File: config.mk
export PLATFORM = sky130hd
export DESIGN_NAME = ex_stage
export DESIGN_NICKNAME = d
export VERILOG_FILES = /design/src/rtl/ex_stage.sv
export SDC_FILE = /design/constraint.sdc
export NUM_CORES = 1
export LEC_CHECK = 0
export BUFFER_PORTS_ARGS = -buffer_cell sky130_fd_sc_hd__buf_2
export CAP_MARGIN = 20
export CELL_PAD_IN_SITES_DETAIL_PLACEMENT = 1
export CELL_PAD_IN_SITES_GLOBAL_PLACEMENT = 2
export CORE_ASPECT_RATIO = 0.9
export CORE_MARGIN = 5
export CORE_UTILIZATION = 32
export DETAILED_ROUTE_END_ITERATION = 10
export PLACE_DENSITY_LB_ADDON = 0.1
export SLEW_MARGIN = 20
export SYNTH_ARGS = -nofsm -noshare
export SYNTH_HDL_FRONTEND = slang
export SYNTH_SLANG_ARGS = --single-unit
File: constraint.sdc
create_clock -name vclk -period 5.6
set_clock_uncertainty 0.05 [all_clocks]
set_input_delay 0.28 -clock vclk [all_inputs]
set_output_delay 0.28 -clock vclk [all_outputs]
set_load 0.1 [all_outputs]
File: src/rtl/ex_stage.sv
// ARVI execute stage: combinational ALU plus an optional iterative RV32M unit.
// Define ARVI_MULDIV_EN to build the multiply/divide unit; otherwise M ops are flagged illegal.
module ex_stage #(
  parameter int XLEN         = 32,
  parameter bit FAST_SPECIAL = 1'b1
) (
  input  logic            i_clk,
  input  logic            i_rst,
  input  logic [31:0]     i_inst,
  input  logic [XLEN-1:0] i_pc,
  input  logic [XLEN-1:0] i_rs1,
  input  logic [XLEN-1:0] i_rs2,
  input  logic [XLEN-1:0] i_imm,
  input  logic            i_alusrc,
  input  logic [3:0]      i_alu_op,
  input  logic            i_hold,
  input  logic            i_flush,
  input  logic            i_mc_memtoreg,
  input  logic            i_mc_regwrite,
  input  logic            i_mc_pcplus4,
  input  logic            i_mc_memread,
  input  logic            i_mc_memwrite,
  input  logic            i_mc_ex_inst_illegal,
  output logic [XLEN-1:0] o_alu_res,
  output logic            o_z,
  output logic [XLEN-1:0] o_pc_jump,
  output logic [XLEN-1:0] o_wr_data,
  output logic            o_stall,
  output logic            o_ex_inst_illegal,
  output logic            o_mc_memtoreg,
  output logic            o_mc_regwrite,
  output logic            o_mc_pcplus4,
  output logic            o_mc_memread,
  output logic            o_mc_memwrite,
  output logic            o_mc_ex_inst_illegal
);
  localparam int CW = $clog2(XLEN);

  logic [XLEN-1:0] w_b;
  logic [XLEN-1:0] w_alu;
  logic [CW-1:0]   w_shamt;
  logic            w_m_op;

  assign w_b     = i_alusrc ? i_imm : i_rs2;
  assign w_shamt = w_b[CW-1:0];
  assign w_m_op  = (i_inst[6:0] == 7'b0110011) && (i_inst[31:25] == 7'b0000001);

  always_comb begin
    w_alu = '0;
    case (i_alu_op)
      4'd0:    w_alu = i_rs1 + w_b;
      4'd1:    w_alu = i_rs1 - w_b;
      4'd2:    w_alu = i_rs1 << w_shamt;
      4'd3:    w_alu = {{(XLEN-1){1'b0}}, $signed(i_rs1) < $signed(w_b)};
      4'd4:    w_alu = {{(XLEN-1){1'b0}}, i_rs1 < w_b};
      4'd5:    w_alu = i_rs1 ^ w_b;
      4'd6:    w_alu = i_rs1 >> w_shamt;
      4'd7:    w_alu = XLEN'($signed(i_rs1) >>> w_shamt);
      4'd8:    w_alu = i_rs1 | w_b;
      4'd9:    w_alu = i_rs1 & w_b;
      4'd10:   w_alu = w_b;
      default: w_alu = '0;
    endcase
  end

  assign o_z           = (o_alu_res == '0);
  assign o_pc_jump     = i_pc + i_imm;
  assign o_wr_data     = i_rs2;
  assign o_mc_memtoreg = i_mc_memtoreg;
  assign o_mc_regwrite = i_mc_regwrite;
  assign o_mc_pcplus4  = i_mc_pcplus4;
  assign o_mc_memread  = i_mc_memread;
  assign o_mc_memwrite = i_mc_memwrite;

`ifdef ARVI_MULDIV_EN
  typedef enum logic [1:0] {S_IDLE, S_BUSY, S_DONE} state_t;

  state_t          r_state;
  logic [CW-1:0]   r_cnt;
  logic [2:0]      r_f3;
  logic            r_neg;
  logic [XLEN-1:0] r_a, r_hi, r_lo, r_result;

  logic [2:0]      w_f3;
  logic            w_neg_a, w_neg_b, w_is_div, w_dz, w_ovf, w_start_neg;
  logic [XLEN-1:0] w_mag_a, w_mag_b, w_special;
  logic [XLEN:0]   w_sum, w_rsh, w_diff;
  logic [XLEN-1:0] w_hi_next, w_lo_next, w_qr, w_qr_s, w_final;
  logic [2*XLEN-1:0] w_prod, w_prod_s;
  logic            w_unused;

  assign w_f3     = i_inst[14:12];
  assign w_is_div = w_f3[2];
  // rs1 is signed for MUL/MULH/MULHSU/DIV/REM; rs2 only for MUL/MULH/DIV/REM
  assign w_neg_a  = i_rs1[XLEN-1] && !(w_f3 == 3'b011 || w_f3[2:0] == 3'b101 || w_f3 == 3'b111);
  assign w_neg_b  = i_rs2[XLEN-1] && (w_f3 == 3'b000 || w_f3 == 3'b001 || w_f3 == 3'b100 || w_f3 == 3'b110);
  assign w_mag_a  = w_neg_a ? -i_rs1 : i_rs1;
  assign w_mag_b  = w_neg_b ? -i_rs2 : i_rs2;
  assign w_dz     = (i_rs2 == '0);
  assign w_ovf    = !w_f3[0] && (i_rs1 == {1'b1, {(XLEN-1){1'b0}}}) && (i_rs2 == '1);
  // Remainder takes the dividend's sign; a zero-divisor quotient stays all-ones
  assign w_start_neg = !w_is_div ? (w_neg_a ^ w_neg_b) :
                       w_f3[1]   ? w_neg_a :
                       w_dz      ? 1'b0 : (w_neg_a ^ w_neg_b);
  assign w_special = w_f3[1] ? (w_dz ? i_rs1 : '0)
                             : (w_dz ? '1 : {1'b1, {(XLEN-1){1'b0}}});

  assign w_sum  = {1'b0, r_hi} + (r_lo[0] ? {1'b0, r_a} : '0);
  assign w_rsh  = {r_hi, r_lo[XLEN-1]};
  assign w_diff = w_rsh - {1'b0, r_a};

  always_comb begin
    w_hi_next = w_sum[XLEN:1];
    w_lo_next = {w_sum[0], r_lo[XLEN-1:1]};
    if (r_f3[2]) begin
      if (!w_diff[XLEN]) begin
        w_hi_next = w_diff[XLEN-1:0];
        w_lo_next = {r_lo[XLEN-2:0], 1'b1};
      end else begin
        w_hi_next = w_rsh[XLEN-1:0];
        w_lo_next = {r_lo[XLEN-2:0], 1'b0};
      end
    end
  end

  assign w_prod   = {w_hi_next, w_lo_next};
  assign w_prod_s = r_neg ? -w_prod : w_prod;
  assign w_qr     = r_f3[1] ? w_hi_next : w_lo_next;
  assign w_qr_s   = r_neg ? -w_qr : w_qr;
  assign w_final  = r_f3[2] ? w_qr_s :
                    (r_f3[1:0] == 2'b00) ? w_prod_s[XLEN-1:0] : w_prod_s[2*XLEN-1:XLEN];

  always_ff @(posedge i_clk or posedge i_rst) begin
    if (i_rst) begin
      r_state  <= S_IDLE;
      r_cnt    <= '0;
      r_f3     <= '0;
      r_neg    <= 1'b0;
      r_a      <= '0;
      r_hi     <= '0;
      r_lo     <= '0;
      r_result <= '0;
    end else if (i_flush) begin
      r_state <= S_IDLE;
    end else begin
      case (r_state)
        S_IDLE: begin
          if (w_m_op) begin
            r_f3  <= w_f3;
            r_neg <= w_start_neg;
            r_cnt <= '0;
            r_hi  <= '0;
            r_a   <= w_is_div ? w_mag_b : w_mag_a;
            r_lo  <= w_is_div ? w_mag_a : w_mag_b;
            if (FAST_SPECIAL && w_is_div && (w_dz || w_ovf)) begin
              r_result <= w_special;
              r_state  <= S_DONE;
            end else begin
              r_state <= S_BUSY;
            end
          end
        end
        S_BUSY: begin
          r_hi  <= w_hi_next;
          r_lo  <= w_lo_next;
          r_cnt <= r_cnt + CW'(1);
          if (r_cnt == CW'(XLEN - 1)) begin
            r_result <= w_final;
            r_state  <= S_DONE;
          end
        end
        S_DONE: begin
          if (!i_hold) r_state <= S_IDLE;
        end
        default: r_state <= S_IDLE;
      endcase
    end
  end

  assign o_stall = !i_rst && (((r_state == S_IDLE) && w_m_op && !i_flush) || (r_state == S_BUSY));
  assign o_alu_res            = (r_state == S_DONE) ? r_result : w_alu;
  assign o_ex_inst_illegal    = 1'b0;
  assign o_mc_ex_inst_illegal = i_mc_ex_inst_illegal;
  assign w_unused = ^{i_inst[24:15], i_inst[11:7]};
`else
  logic w_unused;

  assign o_alu_res            = w_m_op ? '0 : w_alu;
  assign o_stall              = 1'b0;
  assign o_ex_inst_illegal    = w_m_op;
  assign o_mc_ex_inst_illegal = i_mc_ex_inst_illegal | w_m_op;
  assign w_unused = ^{i_clk, i_rst, i_hold, i_flush, i_inst[24:7], FAST_SPECIAL};
`endif

endmodule

Word level (Yosys, flattened, before mapping) --
Index checks and enable logic that the tools add are counted.
Operators by class: $add $sub $neg 3, magnitude comparators 2, eq/ne operators 12, shift-type cells 3, multiplexer cells 3, bitwise gates (word level) 4, reduce and logical (&&, ||, !) cells 3
Operators by type and width (count):
- 32-bit one-hot mux with 11 select lines | 1
- 32-bit adder | 2
- 32-bit less-than comparator | 2
- 32-bit 2-to-1 mux | 2
- 32-bit bitwise AND | 1
- 32-bit zero test | 1
- 32-bit OR | 1
- 32-bit by 5-bit << shifter with 32-bit output | 1
- 32-bit by 5-bit right shift with 32-bit output | 1
- 32-bit by 5-bit >>> shifter with 32-bit output | 1
- 32-bit subtractor | 1
- 32-bit XOR | 1
- 4-bit by 3-bit == test with 1-bit output, second input constant | 4
- 4-bit == test, second input constant | 3
- 4-bit by 2-bit == test with 1-bit output, second input constant | 2
- 7-bit by 1-bit == test with 1-bit output, second input constant | 1
- 7-bit by 6-bit == test with 1-bit output, second input constant | 1
- 4-bit by 1-bit == test with 1-bit output, second input constant | 1
- 4-bit zero test | 1
- 1-bit logical AND | 1
- 1-bit OR | 1
Word-level totals: register bits after elaboration 0, input port bits 175, output and inout port bits 105, word-level logic and storage cells 30

Longest topological paths before layout --
Gate-level depths: netlist of run 1.
depth in word-level cells 5, gate-level depth with buffers 22, depth with buffers taken out 17

Least setup slack after synthesis of run 1 --
No wires, ideal clock.
kind input port to output port, start input i_alusrc, end output o_z, arrival 7075 ps, required time 5270 ps, slack -1805 ps, cell stages on the path 19, path buffers 5, cell sequence buf_6 > buf_2 > buf_1 > buf_1 > mux2_2 > inv_1 > ha_1 > clkbuf_1 > nor2_1 > nand2_1 > o211ai_1 > o211ai_1 > o21ai_1 > a21boi_0 > nor4_1 > a221oi_1 > a311oi_1 > nor4_1 > and3_1
On the way: cells in the longest elaborated chain, start to end 5, elaborated cells on any way between the ends 14, those cells by class 2 x add/sub; 2 x order compare; 3 x shift; 3 x mux; 3 x bitwise; 1 x reduce/logical
RTL lines:
- start: declaration | line 14 | input logic i_alusrc,
- 32-bit 2-to-1 mux * | line 44 | assign w_b = i_alusrc ? i_imm : i_rs2;
- 32-bit subtractor (tied with other cells) | line 52 | 4'd1: w_alu = i_rs1 - w_b;
- 32-bit one-hot mux with 11 select lines * | line 50 | case (i_alu_op)
- 32-bit 2-to-1 mux * | line 188 | assign o_alu_res = w_m_op ? '0 : w_alu;
- via o_alu_res[28] | line 24 | output logic [XLEN-1:0] o_alu_res,
- 32-bit zero test * | line 66 | assign o_z = (o_alu_res == '0);
- end: declaration | line 25 | output logic o_z,
Mark *: on every way through the listed nets, which the timed path passes. The rest lies on a longest branch.

Worst setup path in the final report of run 1 --
start input i_alusrc, end output o_z
On the way: cells in the longest elaborated chain, start to end 5, elaborated cells on any way between the ends 14, those cells by class 2 x add/sub; 2 x order compare; 3 x shift; 3 x mux; 3 x bitwise; 1 x reduce/logical
RTL lines (line):
- 32-bit 2-to-1 mux * | 44
- 32-bit subtractor (tied with other cells) | 52
- 32-bit one-hot mux with 11 select lines * | 50
- 32-bit 2-to-1 mux * | 188
- 32-bit zero test * | 66
Every way passes the cells marked *; elsewhere a longest branch is shown, timed or not.

==> results of run 1 <==
-- worst min-delay path by stage --
stage | start | endpoint | slack [ns] | cells past startpoint
finish | i_mc_memtoreg | o_mc_memtoreg | 0.51 | 0
detailed placement | i_mc_regwrite | o_mc_regwrite | 0.51 | 0
global placement | i_mc_regwrite | o_mc_regwrite | 0.51 | 0
floorplan | i_mc_memread | o_mc_memread | 0.72 | 1
CTS | i_mc_regwrite | o_mc_regwrite | 0.51 | 0
global route | i_mc_memwrite | o_mc_memwrite | 0.51 | 0
-- through the flow --
step / power, uW / hold WS, ns / util / instance area, um2 / cells
2_1_floorplan: 1860 / 0.722 / - / 12600 / 1792
6_report: 2780 / 0.510 / 0.393 / 15100 / 2556
3_3_place_gp: 2700 / 0.511 / 0.392 / 15100 / 2556
5_1_grt: 2900 / 0.510 / 0.393 / 15100 / 2556
4_1_cts: 2720 / 0.511 / 0.393 / 15100 / 2556
3_5_place_dp: 2710 / 0.511 / 0.392 / 15100 / 2556
-- cell families (layout without fill, tap and decap cells) --
kind of cell,after synthesis,after routing,share of synthesized area
AO/OA/AOI/OAI,589,589,0.320
XOR/XNOR,50,50,0.0353
other,1,1,0.000302
multiplexers,159,159,0.171
AND/OR/NAND/NOR,584,584,0.225
buffers and inverters,271,510,0.107
adder cells (fa/ha/maj),138,138,0.141
-- final cells by class --
class	count	area (um2)	area share
Timing Repair Buffer	400	2680	0.178
Tap cell	525	657	0.0436
Inverter	110	423	0.0280
Multi-Input combinational cell	1521	11300	0.751
-- synthesized netlist by cell type, drive strengths merged (25+ instances only) --
library cell	instances
a211oi	35
a21o	25
nor2	169
ha	135
mux2i	108
nand2	153
clkbuf	68
a31oi	26
xnor2	41
nor3	59
nand3	45
mux4	36
inv	109
o21ai	98
buf	93
o22ai	42
a21oi	142
-- per-layer routing --
metal | global-route usage | vias up | wire length [um]
met4 | 0.0824 | 2 | 2360
met2 | 0.533 | 820 | 33400
met1 | 0.492 | 8165 | 34000
met3 | 0.0697 | 145 | 7710
li1 | - | 7204 | -
met5 | 0 | - | 7
-- worst max-delay path: cells and delay by family --
kind	cells	cell delay, ns
XOR/XNOR	1	0.20
AND/OR/NAND/NOR	5	1.05
multiplexers	1	0.38
AO/OA/AOI/OAI	6	1.82
buffers and inverters	6	0.97
adder cells (fa/ha/maj)	1	0.38
-- report_power, final --
| group | total [uW] | switching, uW | internal (uW) |
|---|---|---|---|
| Combinational | 2780 | 1960 | 813 |
| Sequential | 0 | 0 | 0 |
| Clock | 0 | 0 | 0 |
-- what timing repair did --
action	4_1_cts	5_1_grt
hold endpoints to repair	0	0
setup endpoints to repair	1	1
gates resized for setup	2	5
==> flow_metrics.tcl, run 1 <==
set metrics [dict create \
    status "completed" \
    arrival_ns 5.08 \
    num_rows 68 \
    route.detailed.drc 0 \
    synth.top_cell.area_share 0.136 \
    die_w_um 218 \
    fp.dieH_um 197 \
    yosys.area.top_type "ha_1" \
    synthCells 1792 \
    rsz0062_at_grt "no" \
    p_per_area_mw_per_mm2 184 \
    ir_drop_v 0.000163 \
    start_util 0.323 \
    critPathRequiredTime_ns 5.27 \
    fp.coreArea_mm2 0.0384 \
    setup_violations 0 \
    gp_congestion 1.03 \
    worst_pin_slew_ns 1.14 \
    final_cell_mix "buf_2, nor2_1, nand2_1, buf_4, a21oi_1" \
    die_area_mm2 0.0428 \
    dp_hpwl_mm 62.7 \
    antenna_found_initial 1 \
    min_period_ns 5.41 \
    leakagePower_uw 0.00673 \
    crit_chain "buf_2 > buf_12 > mux2i_4 > inv_4 > fa_2 > a211oi_2 > o31ai_1 > a21oi_1 > xnor2_1 > a221oi_2 > o31ai_1 > o41ai_1 > buf_4 > nand4b_1 > nor4_2 > nand4b_1 > nor3b_2 > buf_4 > and3_4 > buf_12" \
    endpoint "o_z" \
    ys_warn_count 0 \
    port_buffers 247 \
    first_global_vias 16623 \
    viasPerCell 6.39 \
    vias 16336 \
    drive_gt1_frac 0.255 \
    report.final.slew_viol_count 0 \
    ys_seq_area_frac 0 \
    fin_crit_sh 0.966 \
    syn_avg_cell_area_um2 6.92 \
    drv_cap 0 \
    syn_area_mm2 0.0124 \
    syn_nets 2105 \
    synth_cell_types 91 \
    grt_overflow 0 \
    drtIter0Drc 1939 \
    wirelength_mm 77.5 \
    nFillCells 4932 \
    layout_commonest_cell "buf_2" \
    track_usage 0.344 \
    post_cts_buffers 0 \
    postRouteAntennaNets 0 \
    slew_headroom 0.242 \
    tns_ns 0 \
    grt_max_degree 59 \
    crit_slowest_cell "o41ai_1" \
    setup_slack_ns 0.190 \
    fin_nets 2346 \
    design.seq.count 0 \
    post-place-ws_ns -0.0865 \
    dr.pass1.iters 6 \
    synthTopCellsByArea "ha_1, mux2i_1, mux4_2, a21oi_1, nor2_1" \
    fmax_ghz 0.185 \
    cp-end-kind "primary output" \
    clkbuf_count 0 \
    min_path_type "in -> out" \
    critPathMaxStageDelay_ns 0.55 \
    ctsHoldBuffers 0 \
    wire_per_inst_um 30.3 \
    grt_pass1_wl_mm 113 \
    critPathMaxFanout 20 \
    syn_to_final_growth_pct 21.6 \
    finalHoldViolCount 0 \
    critical_path.startpoint "i_alusrc" \
    seq_area_um2 0 \
    io_pins 280 \
    antenna_cells 0 \
    critical_path_class "in -> out" \
    cp-start-kind "input pin" \
]
Power figures use the tool's default switching activity.
==> inputs of run 2 (changes only) <==
ABC_AREA = 1   (was not set)
CORE_UTILIZATION = 28   (was 32)
==> run 2 against run 1 <==
Effect of this change:
- core utilization is 7.3 points lower
- die area grew 20%
- total power down 2.2%
- design area is 1.2% lower
- sequential share of layout area stayed put
- via count increased by 14%
- critical endpoint unchanged
- critical path type unchanged
- synthesized cell count is 46% higher
- count of clock-buffer cells in the layout unchanged
- setup slack gained 0.48 ns
==> flow_metrics.tcl, run 2 <==
set metrics [dict create \
    ctsHoldBuffers 0 \
    antenna_found_initial 1 \
    route.detailed.drc 0 \
    cp.buffers_inverters 5 \
    io_pins 280 \
    grt_overflow 0 \
    slew_headroom 0.228 \
    die_w_um 239 \
    postRouteAntennaNets 0 \
    num_rows 75 \
    wire_per_inst_um 25.4 \
    synth.top_cell.area_share 0.216 \
    clkbuf_count 0 \
    grt_pass1_wl_mm 123 \
    fmax_ghz 0.203 \
    viasPerCell 5.52 \
    nFillCells 6595 \
    first_global_vias 18524 \
    critical_path.startpoint "i_alusrc" \
    report.final.slew_viol_count 0 \
    seq_area_um2 0 \
    final_cell_mix "nand2_1, nand3_1, inv_1, buf_2, nor2_1" \
    ys_seq_area_frac 0 \
    synth_common_cells "nand2_1, nand3_1, inv_1" \
    vias 18567 \
    min_period_ns 4.93 \
    hold_path_startpoint "i_mc_memread" \
    internal_power_uw 627 \
    synth_cell_types 52 \
    cts-resized-gates 0 \
    drive_gt1_frac 0.119 \
    setup_violations 0 \
    ir_drop_v 0.000103 \
    drtIter0Drc 1531 \
    switching_power_uw 2090 \
    track_usage 0.313 \
    p_clk_frac 0 \
    synth_top_family_by_area "simple AND/OR/NAND/NOR gates" \
    hold_end "o_mc_memread" \
    synth-xor-area-share 0.0199 \
    cp-end-kind "primary output" \
    start_util 0.283 \
    rsz0062_at_grt "no" \
    finalHoldViolCount 0 \
    tns_ns 0 \
    critPathRequiredTime_ns 5.27 \
    leakagePower_uw 0.00831 \
    fp.dieH_um 216 \
    fin_util 0.320 \
    fin_crit_sh 0.880 \
    synth_mux_area_frac 0 \
    synth_fa_ha_area_frac 0.133 \
    ys_warn_count 0 \
    cp-start-kind "input pin" \
    dp_hpwl_mm 73.3 \
    gp_congestion 0.972 \
    p_per_area_mw_per_mm2 182 \
    wirelength_mm 85.6 \
    syn_to_final_growth_pct 13.1 \
    design.seq.count 0 \
    synth-simple-area-share 0.535 \
    die_area_mm2 0.0515 \
    layout_commonest_cell "nand2_1" \
    synth_compound_area_frac 0.145 \
    post_cts_buffers 0 \
    dr.pass1.iters 5 \
    switching_share 0.769 \
    synthCells 2613 \
    holdPathStages 0 \
    syn_nets 2926 \
    critPathMaxFanout 24 \
    min_path_type "in -> out" \
    yosys.area.top_type "nand2_1" \
    port_buffers 247 \
    synth.most_common_cell "nand2_1" \
    fin_area_mm2 0.0149 \
    grt_max_degree 74 \
    power_frac_comb 1.000 \
    crit_family "simple AND/OR/NAND/NOR gates" \
    syn_area_mm2 0.0132 \
    arrival_ns 4.60 \
    p_seq_frac 0 \
    crit_chain "buf_2 > buf_4 > o21a_1 > inv_1 > ha_1 > inv_1 > o22ai_1 > nor2_1 > nand3_1 > nor2_1 > nand3_1 > nand2_1 > nand3_1 > nor2_1 > nand3_1 > nor2_1 > buf_12" \
    critical_path_class "in -> out" \
    placed_cell_area_mm2 0.0149 \
    fin_nets 3062 \
    status "completed" \
    synthTopCellsByArea "nand2_1, nand3_1, ha_1, inv_1, nor2_1" \
    fp.coreArea_mm2 0.0465 \
    critPathMaxStageDelay_ns 0.47 \
    worst_pin_slew_ns 1.15 \
    drv_cap 0 \
    crit_slowest_cell "ha_1" \
    syn_avg_cell_area_um2 5.04 \
]
[run 2: changes by cell type after synthesis, moves of 31 or more]
cell      before  now
a211oi_1      35    4
nand2_1      153  758
clkbuf_1      68   23
nor2_1       168  218
mux4_2        36    0
nor3_1        59   27
nand3_1       45  522
mux2i_1      102    0
inv_1        106  341
buf_2         17   53
[run 2: worst max path at each step]
stage	end	slack, ns	depth (start not counted)
6_report	o_z	0.67	17
5_1_grt	o_z	0.41	20
4_1_cts	o_z	0.75	17
3_5_place_dp	o_z	0.78	17
3_3_place_gp	o_z	0.72	17
2_1_floorplan	o_z	0.64	8
[run 2: layout make-up]
cell class | count | area, um2 | area share
Multi-Input combinational cell | 2120 | 11000 | 0.738
Inverter | 351 | 1330 | 0.0889
Timing Repair Buffer | 276 | 1800 | 0.121
Antenna cell | 1 | 2.50 | 0.000168
Tap cell | 616 | 771 | 0.0517
[run 2: through the flow]
stage | setup slack [ns] | cells | power, uW | hold slack, ns
5_1_grt | 0.412 | 3364 | 2880 | 0.511
3_5_place_dp | 0.781 | 3362 | 2680 | 0.511
3_3_place_gp | 0.724 | 3362 | 2650 | 0.511
6_report | 0.671 | 3364 | 2720 | 0.510
2_1_floorplan | 0.643 | 2613 | 1880 | 0.722
4_1_cts | 0.755 | 3362 | 2680 | 0.511
[run 2: per-layer routing]
layer,track usage,vias to the layer above,part of all wire
met5,0,-,0
met4,0.0507,0,0.021
met3,0.0320,67,0.056
met2,0.514,568,0.45
met1,0.451,9148,0.47
li1,-,8784,-
[run 2: logic make-up after synthesis]
logic type / after synthesis
compound gates: 332
buf+inv: 493
xor+xnor: 30
other cells: 1
simple gates: 1619
fa+ha+maj: 138
[run 2: power by group through the flow]
stage                     sequential, uW  clock, uW  combinational, uW
after CTS                              0          0               2680
after global routing                   0  0.0000239               2880
final                                  0  0.0000239               2720
after detailed placement               0          0               2680
after global placement                 0          0               2650
after floorplan                        0          0               1880
==> inputs of run 3 (changes only) <==
ABC_CLOCK_PERIOD_IN_PS = 5600   (was not set)
CORE_ASPECT_RATIO = not set   (was 0.9)
==> run 3 against run 2 <==
Effect of this change:
- first-iteration DRC count down 5.6%
- wire length up 2.5%
- non-clock buffer count grew 1
- maximum frequency shrank 0.20%
- total power grew 0.42%
- setup slack worse by 0.0099 ns
- critical path type unchanged
- core utilization about the same
- combinational power hardly changed
- hold slack about the same
- sequential cell count unchanged
- design area about the same
- die area barely moved
==> flow_metrics.tcl, run 3 (synthesis gave the netlist of run 2 again) <==
set metrics [dict create \
    status "completed" \
    hold_path_startpoint "i_mc_memread" \
    endpoint "o_z" \
    wirelength_mm 87.7 \
    viasPerCell 5.51 \
    io_pins 280 \
    postRouteAntennaNets 0 \
    rsz0062_at_grt "no" \
    critPathMaxFanout 34 \
    drive_gt1_frac 0.119 \
    track_usage 0.326 \
    antenna_cells 0 \
    critical_path_class "in -> out" \
    fin_nets 3063 \
    final_cell_mix "nand2_1, nand3_1, inv_1, buf_2, nor2_1" \
    die_area_mm2 0.0515 \
    dr.pass1.iters 5 \
    min_period_ns 4.94 \
    fin_crit_sh 0.882 \
    slew_headroom 0.198 \
    drv_cap 0 \
    ir_drop_v 0.000182 \
    fin_area_mm2 0.0149 \
    post-place-ws_ns 0.733 \
    worst_pin_slew_ns 1.20 \
    critical_path.startpoint "i_alusrc" \
    cp-end-kind "primary output" \
    design.seq.count 0 \
    p_per_area_mw_per_mm2 183 \
    finalHoldViolCount 0 \
    gp_congestion 1.02 \
    layout_commonest_cell "nand2_1" \
    tns_ns 0 \
    dp_hpwl_mm 75.6 \
    clkbuf_count 0 \
    fp.dieH_um 227 \
    grt_pass1_wl_mm 125 \
    syn_to_final_growth_pct 13.0 \
    route.detailed.drc 0 \
    critPathRequiredTime_ns 5.27 \
    ctsHoldBuffers 0 \
    first_global_vias 18382 \
    fmax_ghz 0.202 \
    setup_slack_ns 0.661 \
    grt_overflow 0 \
    post_cts_buffers 0 \
    start_util 0.283 \
    min_path_type "in -> out" \
    cp-start-kind "input pin" \
    port_buffers 247 \
    setup_violations 0 \
    grt_max_degree 74 \
    placed_cell_area_mm2 0.0149 \
    arrival_ns 4.61 \
    drtIter0Drc 1446 \
    antenna_found_initial 3 \
    vias 18470 \
    seq_area_um2 0 \
    wire_per_inst_um 26.1 \
    leakagePower_uw 0.00832 \
    cts-resized-gates 0 \
    report.final.slew_viol_count 0 \
    fp.coreArea_mm2 0.0466 \
    fin_util 0.320 \
    die_w_um 227 \
    num_rows 79 \
]
-- run 3: layer usage --
metal	global-route usage	wire length (um)	vias to the layer above
met2	0.545	39800	628
met3	0.0358	5350	109
met1	0.442	38900	8940
li1	-	-	8791
met4	0.102	3650	2
met5	0	13	-
-- run 3: metrics by stage --
stage | total power (uW) | cells | hold slack [ns]
global placement | 2680 | 3355 | 0.511
finish | 2730 | 3355 | 0.510
CTS | 2700 | 3355 | 0.511
detailed placement | 2690 | 3355 | 0.511
floorplan | 1880 | 2613 | 0.722
global route | 2890 | 3355 | 0.511
-- run 3: how the worst min path moves through the flow --
stage / endpoint / cells past startpoint
2_1_floorplan: o_mc_memread / 1
3_3_place_gp: o_mc_memread / 0
3_5_place_dp: o_mc_memread / 0
4_1_cts: o_mc_memread / 0
5_1_grt: o_mc_pcplus4 / 0
6_report: o_mc_memread / 0
-- run 3: worst max-delay path, cell delays in order --
cell     delay, ns
buf_2         0.39
inv_8         0.19
or2_0         0.25
o21ai_1       0.30
ha_1          0.43
nor2_1        0.35
nand2_1       0.26
inv_1         0.10
nand2_1       0.06
nand2_1       0.17
inv_1         0.09
nand2_1       0.11
nand2_1       0.07
nand3_1       0.15
nand3_1       0.09
nor2_1        0.37
nand2_1       0.12
nand2_1       0.10
nand3_1       0.10
nor2_1        0.12
nand3_1       0.07
nor2_1        0.20
buf_12        0.20
-- run 3: final cells by class --
class / count / area, um2
Fill cell: 6618 / 31700
Multi-Input combinational cell: 2120 / 11000
Timing Repair Buffer: 277 / 1810
Inverter: 351 / 1330
Tap cell: 607 / 759
-- run 3: report_power, final --
| group | switching, uW | internal (uW) | leakage, uW |
|---|---|---|---|
| Combinational | 2100 | 625 | 0.00832 |
| Sequential | 0 | 0 | 0 |
| Clock | 0 | 0 | 0 |
